$ cat src/rtl/dmem_pkg.sv
// ---------------------------------------------------------------------------
// dmem_pkg -- shared types and constants for the data memory controller.
//   DMEM_MAX_WAIT : default cycle budget for m_gnt / m_rvalid before abandoning
//   WAIT_CNT_W    : width of the wait counter
//   dmem_state_e  : controller FSM states
//   word_align()  : clears the byte-offset bits of a byte address
// ---------------------------------------------------------------------------
package dmem_pkg;

    localparam int DMEM_MAX_WAIT = 255;
    localparam int WAIT_CNT_W    = 8;

    typedef enum logic [1:0] {
        S_IDLE = 2'd0,
        S_REQ  = 2'd1,
        S_WAIT = 2'd2,
        S_DONE = 2'd3
    } dmem_state_e;

    function automatic logic [31:0] word_align(input logic [31:0] a);
        return {a[31:2], 2'b00};
    endfunction

endpackage

$ cat src/rtl/data_mem_ctrl_if.sv
// ---------------------------------------------------------------------------
// data_mem_ctrl_if -- request/grant/read-valid memory bus.
//   master : controller side (drives m_req, m_we, m_addr, m_wdata)
//   slave  : memory side     (drives m_gnt, m_rvalid, m_rdata)
// ---------------------------------------------------------------------------
interface data_mem_ctrl_if;
    logic        m_req;
    logic        m_we;
    logic [31:0] m_addr;
    logic [31:0] m_wdata;
    logic        m_gnt;
    logic        m_rvalid;
    logic [31:0] m_rdata;

    modport master (
        output m_req, m_we, m_addr, m_wdata,
        input  m_gnt, m_rvalid, m_rdata
    );

    modport slave (
        input  m_req, m_we, m_addr, m_wdata,
        output m_gnt, m_rvalid, m_rdata
    );
endinterface

$ cat src/rtl/dmem_wbuf.sv
// ---------------------------------------------------------------------------
// dmem_wbuf -- one-entry posted write buffer (valid, word address, data).
//   clk, reset (sync, active-low)
//   push, push_addr, push_data : capture a store (sets valid)
//   pop                        : entry has been issued or abandoned (clears valid)
//   valid, addr, data          : current entry
// ---------------------------------------------------------------------------
module dmem_wbuf (
    input  logic        clk,
    input  logic        reset,
    input  logic        push,
    input  logic [31:0] push_addr,
    input  logic [31:0] push_data,
    input  logic        pop,
    output logic        valid,
    output logic [31:0] addr,
    output logic [31:0] data
);
    logic        valid_q, valid_d;
    logic [31:0] addr_q, addr_d;
    logic [31:0] data_q, data_d;

    always_comb begin
        valid_d = valid_q;
        addr_d  = addr_q;
        data_d  = data_q;
        if (pop) begin
            valid_d = 1'b0;
        end
        if (push) begin
            valid_d = 1'b1;
            addr_d  = push_addr;
            data_d  = push_data;
        end
    end

    always_ff @(posedge clk) begin
        if (!reset) begin
            valid_q <= 1'b0;
            addr_q  <= '0;
            data_q  <= '0;
        end else begin
            valid_q <= valid_d;
            addr_q  <= addr_d;
            data_q  <= data_d;
        end
    end

    assign valid = valid_q;
    assign addr  = addr_q;
    assign data  = data_q;
endmodule

$ cat src/rtl/data_mem_ctrl.sv
// ---------------------------------------------------------------------------
// data_mem_ctrl -- datapath-to-memory load/store controller.
//   clk, reset (sync, active-low)
//   addr, wdata, mem_read, mem_write : access request from the datapath
//   rdata   : load result (held until the next load completes)
//   stall   : freeze PC / suppress register write while the access is in flight
//   bus_err : sticky timeout / misalignment flag, cleared only by reset
//   mem     : memory bus (data_mem_ctrl_if.master)
// Parameter MAX_WAIT: cycles allowed in REQ or WAIT before abandoning.
// Optional macro DMEM_WBUF_EN adds a one-entry posted write buffer so that
// stores complete without stalling when the controller is idle.
// ---------------------------------------------------------------------------
module data_mem_ctrl
    import dmem_pkg::*;
#(
    parameter int MAX_WAIT = DMEM_MAX_WAIT
) (
    input  logic                   clk,
    input  logic                   reset,
    input  logic [31:0]            addr,
    input  logic [31:0]            wdata,
    input  logic                   mem_read,
    input  logic                   mem_write,
    output logic [31:0]            rdata,
    output logic                   stall,
    output logic                   bus_err,
    data_mem_ctrl_if.master        mem
);
    // Last counter value before the budget is exhausted: m_req / WAIT last
    // exactly MAX_WAIT cycles.
    localparam logic [WAIT_CNT_W-1:0] TO_LAST = WAIT_CNT_W'(MAX_WAIT - 1);

    dmem_state_e           state_q, state_d;
    logic [WAIT_CNT_W-1:0] cnt_q, cnt_d;
    logic [31:0]           addr_q, addr_d;
    logic [31:0]           wdata_q, wdata_d;
    logic                  we_q, we_d;
    logic [31:0]           rdata_q, rdata_d;
    logic                  bus_err_q, bus_err_d;

    logic        is_acc;
    logic        timeout;
    logic        buf_valid;
    logic [31:0] buf_addr;
    logic [31:0] buf_data;

    assign is_acc  = mem_read | mem_write;
    assign timeout = (cnt_q == TO_LAST);

`ifdef DMEM_WBUF_EN
    localparam bit WBUF_EN = 1'b1;
    logic buf_push;
    logic buf_pop;

    // Stores are posted only from IDLE into an empty buffer; the entry leaves
    // when the drain is granted or abandoned on timeout.
    assign buf_push = (state_q == S_IDLE) && mem_write && !buf_valid;
    assign buf_pop  = (state_q == S_REQ) && buf_valid && (mem.m_gnt || timeout);

    dmem_wbuf u_wbuf (
        .clk       (clk),
        .reset     (reset),
        .push      (buf_push),
        .push_addr (word_align(addr)),
        .push_data (wdata),
        .pop       (buf_pop),
        .valid     (buf_valid),
        .addr      (buf_addr),
        .data      (buf_data)
    );
`else
    localparam bit WBUF_EN = 1'b0;
    assign buf_valid = 1'b0;
    assign buf_addr  = '0;
    assign buf_data  = '0;
`endif

    // State register
    always_ff @(posedge clk) begin
        if (!reset) begin
            state_q   <= S_IDLE;
            cnt_q     <= '0;
            addr_q    <= '0;
            wdata_q   <= '0;
            we_q      <= 1'b0;
            rdata_q   <= '0;
            bus_err_q <= 1'b0;
        end else begin
            state_q   <= state_d;
            cnt_q     <= cnt_d;
            addr_q    <= addr_d;
            wdata_q   <= wdata_d;
            we_q      <= we_d;
            rdata_q   <= rdata_d;
            bus_err_q <= bus_err_d;
        end
    end

    // Next-state logic
    always_comb begin
        state_d   = state_q;
        cnt_d     = '0;
        addr_d    = addr_q;
        wdata_d   = wdata_q;
        we_d      = we_q;
        rdata_d   = rdata_q;
        bus_err_d = bus_err_q;
        unique case (state_q)
            S_IDLE: begin
                if (is_acc) begin
                    state_d = S_REQ;
                    addr_d  = word_align(addr);
                    wdata_d = wdata;
                    // Read+write together is treated as a write.
                    we_d    = mem_write;
                    if (addr[1:0] != 2'b00) begin
                        bus_err_d = 1'b1;
                    end
                end
            end
            S_REQ: begin
                cnt_d = cnt_q + WAIT_CNT_W'(1);
                if (mem.m_gnt) begin
                    cnt_d = '0;
                    if (buf_valid) begin
                        state_d = S_IDLE;   // posted store: nobody waits on it
                    end else if (we_q) begin
                        state_d = S_DONE;
                    end else begin
                        state_d = S_WAIT;
                    end
                end else if (timeout) begin
                    cnt_d     = '0;
                    bus_err_d = 1'b1;
                    if (buf_valid) begin
                        // DONE would release a load stalled behind the drain.
                        state_d = S_IDLE;
                    end else begin
                        state_d = S_DONE;
                        rdata_d = '0;
                    end
                end
            end
            S_WAIT: begin
                cnt_d = cnt_q + WAIT_CNT_W'(1);
                if (mem.m_rvalid) begin
                    cnt_d   = '0;
                    rdata_d = mem.m_rdata;
                    state_d = S_DONE;
                end else if (timeout) begin
                    cnt_d     = '0;
                    bus_err_d = 1'b1;
                    rdata_d   = '0;
                    state_d   = S_DONE;
                end
            end
            S_DONE: begin
                // The datapath still shows the finished access this cycle.
                state_d = S_IDLE;
            end
            default: state_d = S_IDLE;
        endcase
    end

    // Outputs
    always_comb begin
        mem.m_req   = (state_q == S_REQ);
        mem.m_we    = buf_valid ? 1'b1 : we_q;
        mem.m_addr  = buf_valid ? buf_addr : addr_q;
        mem.m_wdata = buf_valid ? buf_data : wdata_q;
        stall       = 1'b0;
        unique case (state_q)
            S_IDLE:  stall = is_acc & ~(WBUF_EN & mem_write & ~buf_valid);
            S_REQ:   stall = buf_valid ? is_acc : 1'b1;
            S_WAIT:  stall = 1'b1;
            S_DONE:  stall = 1'b0;
            default: stall = 1'b0;
        endcase
        stall = stall & reset;
    end

    assign rdata   = rdata_q;
    assign bus_err = bus_err_q;
endmodule

$ cat src/flat_wrapper.sv
// flat-port wrapper written by rule: the top's interface ports become plain ports
module data_mem_ctrl_flat import dmem_pkg::*;
#(
    parameter int MAX_WAIT = DMEM_MAX_WAIT
)
  (clk, reset, addr, wdata, mem_read, mem_write, rdata, stall, bus_err, mem_m_req, mem_m_we, mem_m_addr, mem_m_wdata, mem_m_gnt, mem_m_rvalid, mem_m_rdata);
  data_mem_ctrl_if mem_i ();
  input  logic clk;
  input  logic reset;
  input  logic [31:0] addr;
  input  logic [31:0] wdata;
  input  logic mem_read;
  input  logic mem_write;
  output logic [31:0] rdata;
  output logic stall;
  output logic bus_err;
  output wire logic [$bits(mem_i.m_req)-1:0] mem_m_req;
  output wire logic [$bits(mem_i.m_we)-1:0] mem_m_we;
  output wire logic [$bits(mem_i.m_addr)-1:0] mem_m_addr;
  output wire logic [$bits(mem_i.m_wdata)-1:0] mem_m_wdata;
  input wire logic [$bits(mem_i.m_gnt)-1:0] mem_m_gnt;
  input wire logic [$bits(mem_i.m_rvalid)-1:0] mem_m_rvalid;
  input wire logic [$bits(mem_i.m_rdata)-1:0] mem_m_rdata;
  assign mem_m_req = mem_i.m_req;
  assign mem_m_we = mem_i.m_we;
  assign mem_m_addr = mem_i.m_addr;
  assign mem_m_wdata = mem_i.m_wdata;
  assign mem_i.m_gnt = mem_m_gnt;
  assign mem_i.m_rvalid = mem_m_rvalid;
  assign mem_i.m_rdata = mem_m_rdata;
  data_mem_ctrl #(.MAX_WAIT(MAX_WAIT)) u_core (.clk(clk), .reset(reset), .addr(addr), .wdata(wdata), .mem_read(mem_read), .mem_write(mem_write), .rdata(rdata), .stall(stall), .bus_err(bus_err), .mem(mem_i));
endmodule
$ cat config.mk
export PLATFORM = sky130hd
export DESIGN_NAME = data_mem_ctrl_flat
export DESIGN_NICKNAME = d
export VERILOG_FILES = /design/src/rtl/dmem_pkg.sv /design/src/rtl/data_mem_ctrl_if.sv /design/src/rtl/dmem_wbuf.sv /design/src/rtl/data_mem_ctrl.sv /design/src/flat_wrapper.sv
export SDC_FILE = /design/constraint.sdc
export NUM_CORES = 1
export LEC_CHECK = 0
export BUFFER_PORTS_ARGS = -buffer_cell sky130_fd_sc_hd__buf_2
export CELL_PAD_IN_SITES_DETAIL_PLACEMENT = 0
export CELL_PAD_IN_SITES_GLOBAL_PLACEMENT = 2
export CORE_MARGIN = 1.5
export CORE_UTILIZATION = 22
export CTS_CLUSTER_DIAMETER = 30
export CTS_CLUSTER_SIZE = 20
export DETAILED_ROUTE_END_ITERATION = 10
export GPL_TIMING_DRIVEN = 0
export PLACE_DENSITY_LB_ADDON = 0.1
export SYNTH_ARGS = -nofsm -noshare
export SYNTH_HDL_FRONTEND = slang
export SYNTH_SLANG_ARGS = --single-unit
$ cat constraint.sdc
create_clock -name clk -period 1.6 [get_ports clk]
set_clock_uncertainty 0.1 [all_clocks]
set_input_delay 0.32 -clock clk [delete_from_list [all_inputs] [get_ports clk]]
set_output_delay 0.32 -clock clk [all_outputs]
set_load 0.005 [all_outputs]
---- Word level (Yosys, flattened, before mapping) ----
Index checks and enable logic that the tools add are counted.
storage, ports and cells
  flip-flop bits (word level) ............. 106
operators by class
  $add $sub $neg .......................... 1
  bitwise gates (word level) .............. 2
  reductions and logical operators ........ 8
  multiplexer cells ....................... 21
  equal/unequal tests ..................... 8
operators by type and width
  cell                                                                     number
  32-bit two-way mux                                                       3
  32-bit case mux with 2 select lines                                      1
  8-bit two-way mux                                                        3
  8-bit case mux with 2 select lines                                       1
  8-bit by 1-bit adder with 8-bit output, second input constant            1
  8-bit equality test, second input constant                               1
  2-bit two-way mux                                                        4
  2-bit case mux with 4 select lines                                       1
  1-bit two-way mux                                                        6
  1-bit case mux with 3 select lines                                       2
  5-bit AND reduction                                                      1
  2-bit equality test, second input constant                               2
  2-bit by 1-bit inequality test with 1-bit output, second input constant  2
  2-bit inequality test, second input constant                             2
  2-bit AND reduction                                                      2
  2-bit nonzero test                                                       2
  3-bit nonzero test                                                       1
  2-bit by 1-bit equality test with 1-bit output, second input constant    1
  2-bit zero test                                                          1
  2-bit OR reduction                                                       1
  1-bit bitwise AND                                                        1
  1-bit bitwise OR                                                         1

---- Logic depth before layout (Yosys ltp) ----
  word-level depth ........................ 4
  gate-level depth with buffers ........... 8

---- Worst setup path after synthesis ----
OpenSTA, ideal clock, no wires.
  kind .................................... register to register
  start point ............................. register u_core.state_q[1]
  end point ............................... register u_core.addr_q[10] (netlist: u_core.mem.m_addr[10])
  slack ................................... -64 ps
  data arrival time ....................... 1,488 ps
  clock period less this slack ............ 1,664 ps
  path buffers ............................ 2
  stages on the path, launching flop included .. 8
  cells stage by stage .................... dfxtp_1 inv_1 ha_1 clkbuf_1 o21ai_1 clkbuf_1 nand2_1 a21boi_0
on the way
  longest elaborated chain between the ends .. 2
ends and longest elaborated chain
  element                               RTL line              RTL
  from (decl)                           data_mem_ctrl.sv:33   dmem_state_e state_q, state_d;
  from (signal assigned)                data_mem_ctrl.sv:89   state_q <= state_d;
  2-bit zero test                       data_mem_ctrl.sv:108  unique case (state_q)
  2-bit AND reduction (no source line)  n/a
  to (signal assigned)                  data_mem_ctrl.sv:91   addr_q <= addr_d;
  to (decl)                             data_mem_ctrl.sv:35   logic [31:0] addr_q, addr_d;
Every way passes these cells.
A chain may end at the register's enable or synchronous reset.

---- Worst setup path after layout ----
  start point ............................. register u_core.state_q[1]
  end point ............................... output port stall
on the way
  longest elaborated chain between the ends .. 4
  elaborated cells on any way between the ends .. 7
ends and longest elaborated chain
  element                                                                                       RTL line              RTL
  2-bit by 1-bit equality test with 1-bit output / 2-bit equality test (equally long branches)  data_mem_ctrl.sv:172  unique case (state_q)
  2-bit OR reduction (no source line)                                                           n/a
  1-bit case mux with 3 select lines *                                                          data_mem_ctrl.sv:172
  1-bit bitwise AND *                                                                           data_mem_ctrl.sv:179  stall = stall & reset;
  to (decl)                                                                                     flat_wrapper.sv:15    output logic stall;
Mark *: on every way between the ends. The rest lies on a longest branch, timed or not.

==> results.yml <==
sta:
  setup_violations: 33
  period_needed_ns: 1.75
  slew_viol_final: 0
  worst_slack_ns: -0.150
  fmax_mhz: 571
  hold_viol: 0
  rsz0062_at_grt: "true"
  fin_crit_sh_pct: 109
  whs_ns: 0.102
critical_path:
  cp.depth: 4
  cp.arrival_ns: 1.33
  required_ns: 1.18
  crit_type: "flop to output port"
  timing.rr.end: "u_core.rdata[19]"
  critPathBufInv: 2
  ff2ff_setup_slack_ns: -0.11
  cp_slowest_cell: "dfxtp_4"
  rr_worst_depth: 9
  cp_top_family: "flip-flops"
  critPathCaptureType: "output port"
  start_kind: "flop"
  path_max_fanout: 3
  max_stage_delay_ns: 0.37
  r2r-start: "u_core.state_q[1]"
  worstPathCellList: "inv_6 > ha_4 > o211a_1 > buf_2"
grt:
  grt_max_degree: 17
  antenna_found_initial: 1
  track_usage_pct: 13.9
  grt_pass1_wl_mm: 21.2
  gr-total-overflow: 0
  grt_pass1_vias: 3902
synth:
  ys_seq_area_share_pct: 52.4
  async_flop_share_pct: 0
  synth_area_leaders: "dfxtp_1 (52%), nand2_1 (18%), a21boi_0 (9.8%)"
  yosysMostFrequentCell: "nand2_1"
  synth.top_cell.area_share_pct: 52.4
  synth_edf_count: 0
  synth.distinct_cells: 33
  synth_area_leader_cell: "dfxtp_1"
  yosysWarnings: 0
  ys_top_cells_by_count: "nand2_1 (198), dfxtp_1 (106), a21boi_0 (53)"
  syn_area_sq_um: 4050
  synth_seq_cells: 106
  syn-mean-instance-area_sq_um: 8.32
  synthFlopType: "dfxtp_1"
  syn-instance-count: 487
layout:
  fin_area_sq_um: 6590
  nets: 832
  drive_gt1_share_pct: 47.8
  finish.utilization_pct: 36.5
  area_growth_syn_to_layout_pct: 62.5
job:
  drv_cap: 0
worst_hold_path:
  worstHoldPathCells: 3
  worstHoldStart: "mem_m_rdata[2]"
  worstHoldEndpoint: "u_core.rdata[2]"
  min_path_type: "primary input to flop"
detailed_routing:
  remaining_drc_errors: 0
  firstDrtPassIters: 4
  drt_iter0_drc: 128
  routed_wirelength_mm: 13.5
  detail-route-antenna-nets: 0
  viasPerCell: 4.16
  wire_per_inst_um: 14.1
  via_count: 3983
floorplanning:
  core_area_sq_um: 18000
  die_h_um: 139
  die_x_um: 139
  initial_core_util_pct: 22.5
  ios: 202
  dieArea_sq_um: 19200
  rows: 49
placed_design:
  place.port_buffers: 199
  postPlaceCellArea_sq_um: 5360
  place_ws_ns: -0.452
  dpl.hpwl_mm: 9.78
  gp_congestion: 0.720
run_status:
  status: "finished with violations"
  violations: "negative setup slack"
clock_network:
  cts_buffers: 9
  clk_latency_ns: 0.35
  tritoncts: "built"
  clk_path_buf_depth: 2
  htree_levels: 3
  cts-root-buf: "clkbuf_16"
  clk_pin_slew_ns: 0.07
  cts_sinks: 106
pwr:
  p_leak_nw: 3.04
  p_total_mw: 6.97
  power.density_nw_per_um2: 1060
  irDropWorstVdd_mv: 0.490
==> cells by family after synthesis <==
logic type / count (synthesis) / synth area share (%)
fa+ha+maj: 6 / 1.85
buf+inv: 37 / 4.23
other cells: 1 / 0.0926
flops: 106 / 52.4
xor+xnor: 6 / 1.30
compound gates: 108 / 18.3
simple gates: 223 / 21.9
==> report_power, final <==
| part | internal (mW) | switching, mW |
|---|---|---|
| sequential | 2.89 | 0.135 |
| clock | 1.13 | 1.02 |
| combinational | 0.879 | 0.921 |
==> per-layer routing <==
metal / up-vias / part of all wire [%] / GRT usage, %
met2: 98 / 49 / 23.3
met1: 1829 / 45 / 17.4
met3: 14 / 4.9 / 3.73
li1: 2042 / - / -
met5: - / 0 / 0
met4: 0 / 1.5 / 4.61
==> state kept, by name, summed over array words and instances (netlist names) <==
signal              cells
u_core.bus_err          1
u_core.mem.m_wdata     32
u_core.mem.m_addr      30
u_core.state_q          2
u_core.rdata           32
u_core.cnt_q            8
u_core.mem.m_we         1
==> cell type report <==
class,instances,area [sq um]
Antenna cell,1,2.50
Buffer,31,333
Clock buffer,11,253
Clock inverter,4,27.5
Fill cell,1955,11400
Inverter,5,28.8
Multi-Input combinational cell,345,2180
Sequential cell,106,2140
Tap cell,229,287
Timing Repair Buffer,226,1340
==> repair_timing <==
| action | in CTS | in global routing |
|---|---|---|
| hold buffers | 0 | 0 |
| endpoints found under the setup margin | 108 | 81 |
| pin swaps | 5 | 34 |
| setup buffers | 12 | 11 |
| resized for setup | 103 | 81 |
| gates cloned | 3 | 2 |
==> worst max path at each step <==
stage / from / endpoint / slack, ns
finish: u_core.state_q[1] / stall / -0.15
global route: u_core.state_q[1] / stall / -0.21
CTS: u_core.state_q[1] / stall / -0.18
detailed placement: u_core.state_q[1] / u_core.mem.m_addr[6] / -0.45
global placement: u_core.state_q[0] / u_core.rdata[21] / -0.40
floorplan: u_core.state_q[1] / u_core.rdata[0] / 0.02
==> worst reg2reg max path: stages, from the launching register on <==
cell,delay [ns]
dfxtp_4,0.37
buf_6,0.10
ha_4,0.18
nand2_4,0.07
buf_6,0.12
a21oi_4,0.22
buf_6,0.16
buf_8,0.14
nand2_2,0.07
a21oi_2,0.10
==> placed cells by master (no fill, tap or decap), types with 7 or more instances in the layout <==
cell and n:
a21boi_0 50, a21boi_1 13, a21oi_2 29, buf_2 199, buf_4 13, buf_6 12, buf_8 8, clkbuf_1 7
clkbuf_16 11, clkbuf_8 13, dfxtp_1 100, nand2_1 169, nand2_2 9, nand2_4 20, nor2_1 9
==> through the flow <==
step	cells	setup TNS (ns)
after floorplan	488	0
after global placement	916	-34.67
after detailed placement	916	-37.71
after CTS	945	-1.71
after global routing	958	-5.30
final	958	-2.63
Note: power is estimated with default switching activity, not from simulation.
